<file path="src/rtl/pipeline_pkg.sv">
// Shared IF/ID pipeline types: the fetched packet layout and the NOP bubble
// inserted whenever a stage has no real instruction to present.
package pipeline_pkg;

    localparam int XLEN = 32;

    localparam logic [31:0] NOP_INSTR = 32'h0000_0013;  // addi x0,x0,0

    typedef struct packed {
        logic [XLEN-1:0] pc;
        logic [XLEN-1:0] pc_plus4;
        logic [31:0]     instr;
    } ifid_t;

    function automatic ifid_t ifid_bubble();
        ifid_t b;
        b.pc       = {XLEN{1'b0}};
        b.pc_plus4 = {XLEN{1'b0}};
        b.instr    = NOP_INSTR;
        return b;
    endfunction

endpackage

</file>
<file path="src/rtl/ifid_buffer.sv">
// Fetch-to-decode decoupling FIFO: valid/ready on both sides, flush on redirect,
// and a NOP bubble on the output whenever nothing is buffered.
module ifid_buffer
    import pipeline_pkg::*;
#(
    parameter int DEPTH = 2
) (
    input  logic                   clk,
    input  logic                   rst_n,
    input  logic                   in_valid,
    output logic                   in_ready,
    input  ifid_t                  in_pkt,
    output logic                   out_valid,
    input  logic                   out_ready,
    output ifid_t                  out_pkt,
    input  logic                   flush,
    output logic [$clog2(DEPTH):0] count
);

    localparam int PW = $clog2(DEPTH);
    localparam logic [PW:0]   FULL_CNT = (PW + 1)'(DEPTH);
    localparam logic [PW-1:0] PTR_ONE  = PW'(1);

    ifid_t          mem_r [DEPTH];
    logic [PW-1:0]  rd_ptr_r;
    logic [PW-1:0]  wr_ptr_r;
    logic [PW:0]    count_r;
    logic           push_s;
    logic           pop_s;
    logic           in_ready_s;
    logic           out_valid_s;

    // in_ready looks only at occupancy, so a full buffer refuses even on a pop cycle
    assign in_ready_s  = (count_r < FULL_CNT);
    assign out_valid_s = (count_r != {(PW + 1){1'b0}});
    assign push_s      = in_valid && in_ready_s && !flush;
    assign pop_s       = out_valid_s && out_ready && !flush;

    assign in_ready  = in_ready_s;
    assign out_valid = out_valid_s;
    assign count     = count_r;

    // Pointer and occupancy state; flush has priority over push and pop
    always_ff @(posedge clk or negedge rst_n) begin
        if (!rst_n) begin
            rd_ptr_r <= {PW{1'b0}};
            wr_ptr_r <= {PW{1'b0}};
            count_r  <= {(PW + 1){1'b0}};
        end else if (flush) begin
            rd_ptr_r <= {PW{1'b0}};
            wr_ptr_r <= {PW{1'b0}};
            count_r  <= {(PW + 1){1'b0}};
        end else begin
            if (push_s) begin
                wr_ptr_r <= wr_ptr_r + PTR_ONE;
            end
            if (pop_s) begin
                rd_ptr_r <= rd_ptr_r + PTR_ONE;
            end
            count_r <= count_r + (PW + 1)'(push_s) - (PW + 1)'(pop_s);
        end
    end

    // Packet storage; contents survive reset and flush, only pointers are cleared
    always_ff @(posedge clk) begin
        if (push_s) begin
            mem_r[wr_ptr_r] <= in_pkt;
        end
    end

    // Present the oldest packet, or a bubble when empty
    always_comb begin
        out_pkt = ifid_bubble();
        if (out_valid_s) begin
            out_pkt = mem_r[rd_ptr_r];
        end else begin
            out_pkt = ifid_bubble();
        end
    end

endmodule
</file>
<file path="config.mk">
export PLATFORM = sky130hd
export DESIGN_NAME = ifid_buffer
export DESIGN_NICKNAME = d
export VERILOG_FILES = /design/src/rtl/pipeline_pkg.sv /design/src/rtl/ifid_buffer.sv
export SDC_FILE = /design/constraint.sdc
export NUM_CORES = 1
export LEC_CHECK = 0
export BUFFER_PORTS_ARGS = -buffer_cell sky130_fd_sc_hd__buf_2
export CAP_MARGIN = 20
export CORE_MARGIN = 1.5
export CORE_UTILIZATION = 45
export DETAILED_ROUTE_END_ITERATION = 8
export PLACE_DENSITY = 0.7
export SLEW_MARGIN = 10
export SYNTH_ARGS = -nofsm -noshare
export SYNTH_HDL_FRONTEND = slang
export SYNTH_SLANG_ARGS = --single-unit
</file>
<file path="constraint.sdc">
create_clock -name clk -period 9.2 [get_ports clk]
set_input_delay 1.38 -clock clk [delete_from_list [all_inputs] [get_ports clk]]
set_output_delay 1.38 -clock clk [all_outputs]
set_load 0.02 [all_outputs]
</file>
==> results.md <==
- Synthesized area: 0.00750 mm²
- Met1 usage: 0.203
- Die Y: 132 µm
- Data arrival time of the worst path: 2.83 ns
- Post-CTS setup repair buffer count: 0
- GR Util met3: 0.0538
- Via count: 4226
- Hold depth: 2
- Post-synthesis mux area share: 0.128
- I/O Buffers: 200
- H-tree depth: 4
- Dpl hpwl: 9190 µm
- All-Layer GR Usage: 0.169
- Global-route wire length before repair: 22300 µm
- Total of max-cap violations: 0
- Synth Area in Simple Gates: 0.0601
- Core Area: 0.0164 mm²
- Cell Chain, Critical Path: nor2_4 -> buf_4 -> inv_1 -> nand2_1 -> buf_2
- GRT met2 Usage: 0.287
- Total Routed Length: 14500 µm
- Area delta synth->final: 24.2%
- Outcome: finished, final reports clean
- Leakage power: 3.51 nW
- Syn_nets: 534
- Xor/xnor share of the synthesized area: 0.00234
- Synth cell types: 23
- Overflow after GRT: 0
- Slowest cell on crit path: nor2_4
- Antenna violations before repair: 0
- Detail-routed via count per cell: 4.86
- Crit path kind: reg2out
- ANT nets after route: 0
- CTS max path bufs: 2
- Synth Register Bits: 196
- Final period utilization: 0.457
- Worst-margin pin slew: 1.02 ns
- Seq/Total Area, Yosys: 0.783
- Vias in the first global route: 4383
- Share of cells above drive strength 1: 0.371
- Final setup viols: 0
- # clock sinks: 196
- Worst-path clk slew: 0.07 ns
- CP Capture Type: primary output
- # DRC: 0
- Critical path's largest stage delay: 0.81 ns
- Placement Setup Slack: 5.36 ns
- Max-slew headroom: 0.318
- Peak Freq: 238 MHz
- CTS Buf Count: 17
- Avg Cell Area, Syn: 17.4 µm²
- Worst vdd ir: 0.000125 V
- Hold-fix buffers, CTS: 0
- Power density over the cells: 222 mW/mm²
- Site Rows: 47
- Post-CTS resize count: 0
- Synth Area in Compound Gates: 0.00300
- DR WL/cell: 16.7 µm
- Largest net degree at the start of global routing: 83
- Worst hold path class: reg2reg
- Unrepaired setup endpoints after global routing: false
- Total Nets Final: 738
- Slew Limit Fails: 0
- Syn Inst Count: 432
- Initial drt markers: 223
- WHS: 0.645 ns
- Initial Util: 0.457
- R2R Setup Slk: 6.52 ns
- Worst-path fanout max: 53
- CP Buf/Inv Count: 3
- Die ar.: 0.0174 mm²
- IO Pins: 201
- GP Congestion: 0.731
- WP depth: 5
- R2R depth: 4
- Count of final hold-check violations: 0
- Skew final: 0.00580 ns
- Largest family of logic cells by synthesized area: multiplexers
- Diodes inserted: 0
- Clk_lat worst skew: 0.42 ns
- Startpoint types: flop
- CP delay by family, top: buffers and inverters
- Synth Area in Adders: 0.00167
- Clock Tree Root: clkbuf_16
- Setup TNS: 0 ns
- Top Usage Layer GRT: met2
- Iteration count of the initial detailed-routing pass: 6
- Required @ worst endpoint: 7.82 ns
- Chip width: 132 µm
- Final setup margin: 4.99 ns
- Final min period: 4.21 ns
- CTS tree: done
- Synth warn: 0
[state kept, by name, summed over array words and instances, names as in the netlist]
signal	cells
count	2
wr_ptr_r	1
mem_r	192
rd_ptr_r	1
[worst register-to-register path, stage by stage, from the launching register on]
cell and delay [ns]:
dfrtp_1 0.49, nor2b_1 0.32, nor3b_4 0.23, buf_4 0.43, buf_4 0.79
[Yosys cell counts, drive strengths merged]
| master | count | share of area |
|---|---|---|
| edfxtp | 192 | 0.77 |
| mux2i | 96 | 0.13 |
| nor2 | 96 | 0.048 |
| buf | 21 | 0.021 |
| nand2 | 5 | 0.0025 |
| dfrtp | 4 | 0.013 |
| nor2b | 4 | 0.0033 |
| inv | 2 | 0.0010 |
| nor3 | 2 | 0.0020 |
| o21ai | 2 | 0.0013 |
| a21oi | 1 | 0.00067 |
| and3b | 1 | 0.0012 |
| and4bb | 1 | 0.0017 |
| ha | 1 | 0.0017 |
| nor3b | 1 | 0.0010 |
| o21a | 1 | 0.0010 |
| xnor2 | 1 | 0.0012 |
| xor2 | 1 | 0.0012 |
[through the flow]
step                      std cells  instance area, µm²  power [W]  utilization
final                           869                9310    0.00207        0.567
after global routing            869                9310    0.00214        0.567
after CTS                       868                9280    0.00209        0.566
after detailed placement        836                8670    0.00134        0.529
after global placement          836                8670    0.00133        0.529
after floorplan                 432                7500    0.00124            -
[power breakdown]
part / switching [W] / leakage, nW / internal, W / total (W)
combinational: 0.000170 / 1.40 / 0.0000956 / 0.000266
clock: 0.000321 / 0.295 / 0.000432 / 0.000753
sequential: 0.0000215 / 1.81 / 0.00103 / 0.00105
total: 0.000513 / 3.51 / 0.00155 / 0.00207
[placed cells by master, fill, tap and decap left out, types with 2 or more instances in the layout]
cell type  synthesis  layout
nor2_1            95      95
dfrtp_1            4       3
buf_4              7       5
inv_6              0       4
inv_1              2       2
nor2b_1            4       4
mux2i_1           96      96
buf_2              7     200
nand2_1            5       5
o21ai_0            2       2
bufinv_16          0       3
clkinv_4           0       2
clkinv_2           0       2
clkbuf_16          0      17
edfxtp_1         192     192
[path summary, 6_finish.rpt]
path,startpoint,endpoint
min in group asynchronous,rst_n,count[0]$_DFF_PN0_
max,count[1]$_DFF_PN0_,out_pkt[0]
max in group asynchronous,rst_n,rd_ptr_r$_DFFE_PN0P_
min,wr_ptr_r$_DFFE_PN0P_,wr_ptr_r$_DFFE_PN0P_
min reg2reg,wr_ptr_r$_DFFE_PN0P_,wr_ptr_r$_DFFE_PN0P_
max reg2reg,count[1]$_DFF_PN0_,mem_r[0][31]$_DFFE_PP_
[final cells by class]
class	count	area [µm²]
tap	220	275
inverter	2	7.51
sequential	196	5870
timing repair buffer	206	1070
clock inverter	14	175
multi-input combinational	213	1480
fill	1303	7100
clock buffer	18	429
[layer usage]
layer / part of all wire / vias up
met4: 0.015 / 0
met3: 0.067 / 17
met2: 0.49 / 139
met5: 0 / -
li1: - / 2010
met1: 0.42 / 2060
[cell families (layout without fill, tap and decap cells)]
family	count (synthesis)	count (layout)
AOI/OAI and AO/OA	4	4
and+or+nand+nor	110	110
adders and majority gates	1	1
xor gates and xnor gates	2	2
muxes	96	96
buffers and inverters	23	240
DFF	196	196
Power figures use the tool's default switching activity.
